[src/rtl/path_pulse_filter.sv]
// rtl/path_pulse_filter.sv - one module path: rise/fall delay, pulse reject/error limits, pulse style, cancel handling
// Pending output transitions live in a small queue kept in maturity order; only the head can fire.
module path_pulse_filter #(
  parameter int W     = 8,
  parameter int DEPTH = 4
) (
  input  logic                         clk,
  input  logic                         rst,
  input  logic                         in_sig,
  input  logic [W-1:0]                 rise_dly,
  input  logic [W-1:0]                 fall_dly,
  input  logic [W-1:0]                 reject_lim,
  input  logic [W-1:0]                 error_lim,
  input  logic                         ondetect,
  input  logic                         showcancel,
  output logic                         out_sig,
  output logic                         out_x,
  output logic                         rej_stb,
  output logic                         err_stb,
  output logic                         cancel_stb,
  output logic                         ovf,
  output logic [$clog2(DEPTH+1)-1:0]   q_count
);
  localparam int CW = $clog2(DEPTH+1);

  logic [W-1:0]  rem_q [DEPTH];
  logic          val_q [DEPTH];
  logic          xv_q  [DEPTH];
  logic          in_last;
  logic [W-1:0]  w_q;

  logic [W-1:0]  age   [DEPTH];
  logic [W-1:0]  rem_n [DEPTH];
  logic          val_n [DEPTH];
  logic          xv_n  [DEPTH];
  logic [CW-1:0] cnt_n;
  logic [CW-1:0] tail;
  logic [W-1:0]  dly;
  logic [W-1:0]  tail_rem;
  logic          sig_n, x_n, rej_n, err_n, cancel_n, ovf_n;
  logic          edge_det, pop, push;

  always_comb begin
    edge_det = (in_sig != in_last);
    pop      = (q_count != '0) && (rem_q[0] <= W'(1));
    dly      = in_sig ? rise_dly : fall_dly;
    if (dly == '0) dly = W'(1);
    sig_n    = out_sig;
    x_n      = out_x;
    rej_n    = 1'b0;
    err_n    = 1'b0;
    cancel_n = 1'b0;
    ovf_n    = ovf;
    push     = 1'b0;
    tail     = '0;
    tail_rem = '0;
    cnt_n    = q_count;

    // Age every slot (saturating), then shift down by one if the head fires.
    for (int i = 0; i < DEPTH; i++) begin
      age[i] = (rem_q[i] != '0) ? rem_q[i] - W'(1) : '0;
    end
    for (int i = 0; i < DEPTH - 1; i++) begin
      rem_n[i] = pop ? age[i+1]   : age[i];
      val_n[i] = pop ? val_q[i+1] : val_q[i];
      xv_n[i]  = pop ? xv_q[i+1]  : xv_q[i];
    end
    rem_n[DEPTH-1] = pop ? '0   : age[DEPTH-1];
    val_n[DEPTH-1] = pop ? 1'b0 : val_q[DEPTH-1];
    xv_n[DEPTH-1]  = pop ? 1'b0 : xv_q[DEPTH-1];

    if (pop) begin
      if (xv_q[0]) begin
        x_n = 1'b1;
      end else begin
        sig_n = val_q[0];
        x_n   = 1'b0;
      end
      cnt_n = q_count - CW'(1);
    end

    if (edge_det) begin
      push = 1'b1;
      if (cnt_n != '0) begin
        tail = cnt_n - CW'(1);
        for (int i = 0; i < DEPTH; i++) begin
          if (CW'(i) == tail) tail_rem = rem_n[i];
        end
        if (w_q < reject_lim) begin
          rej_n = 1'b1;
          push  = 1'b0;
          cnt_n = tail;
        end else if (w_q < error_lim) begin
          err_n = 1'b1;
          if (ondetect) begin
            cnt_n = tail;
            x_n   = 1'b1;
          end else begin
            for (int i = 0; i < DEPTH; i++) begin
              if (CW'(i) == tail) xv_n[i] = 1'b1;
            end
          end
        end else if (dly <= tail_rem) begin
          cancel_n = 1'b1;
          cnt_n    = tail;
          if (showcancel) x_n = 1'b1;
        end
      end
      if (push) begin
        if (cnt_n == CW'(DEPTH)) begin
          ovf_n = 1'b1;
          x_n   = 1'b1;
          cnt_n = '0;
        end
        for (int i = 0; i < DEPTH; i++) begin
          if (CW'(i) == cnt_n) begin
            rem_n[i] = dly;
            val_n[i] = in_sig;
            xv_n[i]  = 1'b0;
          end
        end
        cnt_n = cnt_n + CW'(1);
      end
    end
  end

  always_ff @(posedge clk) begin
    if (rst) begin
      out_sig    <= 1'b0;
      out_x      <= 1'b0;
      rej_stb    <= 1'b0;
      err_stb    <= 1'b0;
      cancel_stb <= 1'b0;
      ovf        <= 1'b0;
      q_count    <= '0;
      in_last    <= 1'b0;
      w_q        <= '1;
      for (int i = 0; i < DEPTH; i++) begin
        rem_q[i] <= '0;
        val_q[i] <= 1'b0;
        xv_q[i]  <= 1'b0;
      end
    end else begin
      out_sig    <= sig_n;
      out_x      <= x_n;
      rej_stb    <= rej_n;
      err_stb    <= err_n;
      cancel_stb <= cancel_n;
      ovf        <= ovf_n;
      q_count    <= cnt_n;
      in_last    <= in_sig;
      // Width since the previous edge, held at all-ones once saturated.
      if (edge_det)        w_q <= W'(1);
      else if (w_q != '1)  w_q <= w_q + W'(1);
      for (int i = 0; i < DEPTH; i++) begin
        rem_q[i] <= rem_n[i];
        val_q[i] <= val_n[i];
        xv_q[i]  <= xv_n[i];
      end
    end
  end
endmodule
[config.mk]
export PLATFORM = sky130hd
export DESIGN_NAME = path_pulse_filter
export DESIGN_NICKNAME = d
export VERILOG_FILES = /design/src/rtl/path_pulse_filter.sv
export SDC_FILE = /design/constraint.sdc
export NUM_CORES = 1
export LEC_CHECK = 0
export ABC_AREA = 1
export BUFFER_PORTS_ARGS = -buffer_cell sky130_fd_sc_hd__buf_2
export CORE_ASPECT_RATIO = 1.25
export CORE_MARGIN = 2
export CORE_UTILIZATION = 32
export DETAILED_ROUTE_END_ITERATION = 10
export HOLD_SLACK_MARGIN = 0.06
export SYNTH_ARGS = -nofsm -noshare
export SYNTH_HDL_FRONTEND = slang
export SYNTH_SLANG_ARGS = --single-unit
[constraint.sdc]
create_clock -name clk -period 5.5 [get_ports clk]
set_clock_uncertainty 0.05 [all_clocks]
set_input_delay 1.1 -clock clk [delete_from_list [all_inputs] [get_ports clk]]
set_output_delay 1.1 -clock clk [all_outputs]
set_load 0.01 [all_outputs]
==> results.txt <==
The max-cap violation count was 0. The cell seen most often among critical-path stages was nand2_1. For the number of diodes added for antenna fixing, the log shows 0. TritonCTS built the clock tree. Worst-case setup margin in the final layout: 426 ps. The floorplan die area is 15800 µm², and the number of DRC markers after the initial detailed-route iteration is 271. Fill cells in the final layout number 1576. The region available for standard cell placement spans 14400 µm². The sequential element share of the synthesized area came out at 24.6%.

The count of buffers added on input and output ports is 45. The area fraction of the dominant cell type after synthesis was 24.6%. By startpoint and endpoint, the worst setup path is classified as in2reg.

Compared with the post-synthesis result, the final layout area differs by 16.3%. After layout, the design draws a total of 3.87 mW. After Yosys synthesis, and, or, nand and nor cells account for 32.4% of the synthesized area. The family of cells with the greatest summed delay on the critical path is simple AND/OR/NAND/NOR gates. The worst path required time came out at 5630 ps. Hold is met by 417 ps. In this run, synthesis inferred 0 flip-flops with an integrated enable. For the maximum clock insertion buffer count, the log shows 2. The flow ran to the end, and the final reports show no timing, DRC or antenna violations. The logs give 4735 for the via count of the first global-routing pass and 3 for the total number of H-tree levels. After synthesis, the cell types taking the most area are dfxtp_1 (25%), nand2_1 (11%), ha_1 (11%). Setup violations remaining at the end of the flow were counted as 0. The mux share of post-synthesis cell area was 0.424%. By area, the combinational part of the netlist is dominated by simple AND/OR/NAND/NOR gates. Number of flip-flops and latches in the synthesized netlist: 58. Yosys mapped the design onto 41 distinct sky130hd cell types. 46 I/O pins were placed. The detail route stage leaves a number of antenna-violating nets equal to 0. By count the netlist is led by nand2_1 (139), inv_1 (118), nor2_1 (100), o21ai_0 (75), dfxtp_1 (58).

The tools report the element type at the critical path start as an input port. For this run, the detailed router's first-pass iteration total came to 5. Counting flops with an async set or reset pin after synthesis yields a share of 0%. The number of clock buffers added by TritonCTS is 9. The final critical delay including setup and external delays was 5070 ps; the xor and xnor fraction of the mapped netlist area was 1.30%. The run gives 0 as the number of endpoints with negative hold slack in the final report. The netlist area before placement is 4730 µm², and the number of antenna violations at the first check in global routing is 0.

The placed instances occupy a cell area of 5150 µm². Leading register cell type out of synthesis: dfxtp_1. The worst pin sits at a relative slew slack of 31.8%. The number of nets in the synthesized netlist is 823. Endpoint kind of the worst setup timing path: a flop. Together, buffers and inverters on the worst path number 6. The total routing usage reported by global routing is 18.5%, and the clock latency on the worst-skew pair is 330 ps. In this run the worst path has a maximum fanout of 12. The part of the cycle the worst path needs came out at 92.3%. For this design the static power due to leakage is 2.83 nW.

After floorplanning, the core was divided into 49 placement rows. At the end of routability-driven placement, the weighted congestion stood at 0.931. In the final routed layout, each cell accounts on average for 14.4 µm. The share of post-route cells with drive strength above 1 came out at 14.3%. At the placement stage, the worst setup path has a slack of -194 ps. For this run, design rule violations remaining after detail routing come to 0. Clock transition at the registers of the reported paths: 50 ps.

Yosys printed 0 warnings. The logs give 197 MHz for the achievable frequency and 4848 for the overall via count from detail_route. The average vias per placed instance was 4.96. Complex-gate fraction of the synthesized area: 19.1%.

Clock root buffer: clkbuf_16. Entering global routing, the biggest net connects 42 pins. Among all stages on the critical path, the largest delay is contributed by or2_2. Leading area contributor after synthesis: dfxtp_1. Peak supply drop: 225 µV. For the worst setup path, the data arrival time is 5200 ps. After routing the design area is 5500 µm².

The total overflow reported by the global router was 0; the final-stage net count was 872. The die is 113 µm wide. The measured slew at the worst slew-check pin was 1010 ps; the wire length reported by the detailed router was 14100 µm. The synthesized area per cell is 6.34 µm², and the initial core utilization is 32.8%. For the post-synthesis instance total, the log shows 746. In this run the power density over the cells is 705 nW/µm². On the worst path, the slowest cell contributes a delay of 300 ps.

The global-route wire length before repair was 23100 µm; the die outline height was 140 µm. The worst hold path belongs to the class reg2reg. The tools report the HPWL reported at the end of detailed placement as 11000 µm. Yosys instantiated no cell more often than nand2_1. For the number of pins with negative max-slew slack in the final report, the log shows 0. Clock tree synthesis found a total of 58 sinks. After Yosys synthesis, full adders, half adders and majority gates account for 10.6% of the synthesized area.
layer usage:
layer	routed length (µm)	GRT usage, %	part of all wire (%)
met4	355	6.87	2.5
met3	645	3.18	4.6
met1	5890	21.5	42
met5	0	0	0
met2	7200	33.8	51
layout by cell type, fill, tap and decap left out, types with 9 or more instances in the layout:
master,instances
nand2_1,138
inv_1,117
nor2_1,100
o21ai_0,74
dfxtp_1,58
a21oi_1,51
buf_2,45
ha_1,40
nand3_1,34
nor3_1,12
nand4_1,11
buf_4,11
o22ai_1,9
or2_2,9
clkbuf_16,9
power by group:
| group | internal (mW) | switching [mW] |
|---|---|---|
| Combinational | 0.922 | 1.75 |
| Clock | 0.351 | 0.193 |
| Sequential | 0.560 | 0.101 |
worst paths after layout:
kind,startpoint,end,slack (ps),cells past startpoint
max,in_sig,rem_q[3][4]$_SDFF_PP0_,430,28
min,ovf$_SDFFE_PP0P_,ovf$_SDFFE_PP0P_,420,2
max reg2reg,rem_q[0][0]$_SDFF_PP0_,rem_q[3][4]$_SDFF_PP0_,460,35
min reg2reg,ovf$_SDFFE_PP0P_,ovf$_SDFFE_PP0P_,420,2
worst register-to-register path, delay by kind of cell (launching register included):
| kind | cells | cell delay [ps] |
|---|---|---|
| flops | 1 | 370 |
| compound gates | 10 | 1330 |
| simple gates | 14 | 1440 |
| buf+inv | 6 | 510 |
| fa+ha+maj | 5 | 1200 |
metrics by stage:
step | std cells | TNS (ps) | util [%]
detailed placement | 959 | -1290 | 35.7
global placement | 959 | -349 | 35.7
CTS | 974 | 0 | 37.8
global route | 977 | -26.1 | 38.2
finish | 977 | 0 | 38.2
floorplan | 746 | 0 | -
flip-flops by register name, indices dropped and copies added, names as in the netlist:
name,flops
rem_q,32
w_q,8
val_q,4
xv_q,4
q_count,3
cancel_stb,1
err_stb,1
in_last,1
out_sig,1
out_x,1
ovf,1
rej_stb,1
cell type report:
| cell class | instances | area (µm²) | share of cell area [%] |
|---|---|---|---|
| inverter | 122 | 460 | 8.38 |
| sequential | 58 | 1160 | 21.1 |
| multi-input combinational | 547 | 3030 | 55.2 |
| tap | 178 | 223 | 4.05 |
| clock buffer | 14 | 284 | 5.17 |
| clock inverter | 1 | 7.51 | 0.137 |
| timing repair buffer | 57 | 328 | 5.96 |
repair_timing:
item,4_1_cts,5_1_grt
hold buffers,0,0
setup buffers,0,3
endpoints found under the setup margin,0,13
gates resized for setup,0,10
kinds of logic (layout without fill, tap and decap cells):
family	Yosys count	after routing
and+or+nand+nor	335	335
AOI/OAI and AO/OA	163	163
buffers and inverters	141	194
DFF	58	58
adders and majority gates	40	40
xor gates and xnor gates	7	7
muxes	2	2
(Power assumes the default switching activity.)
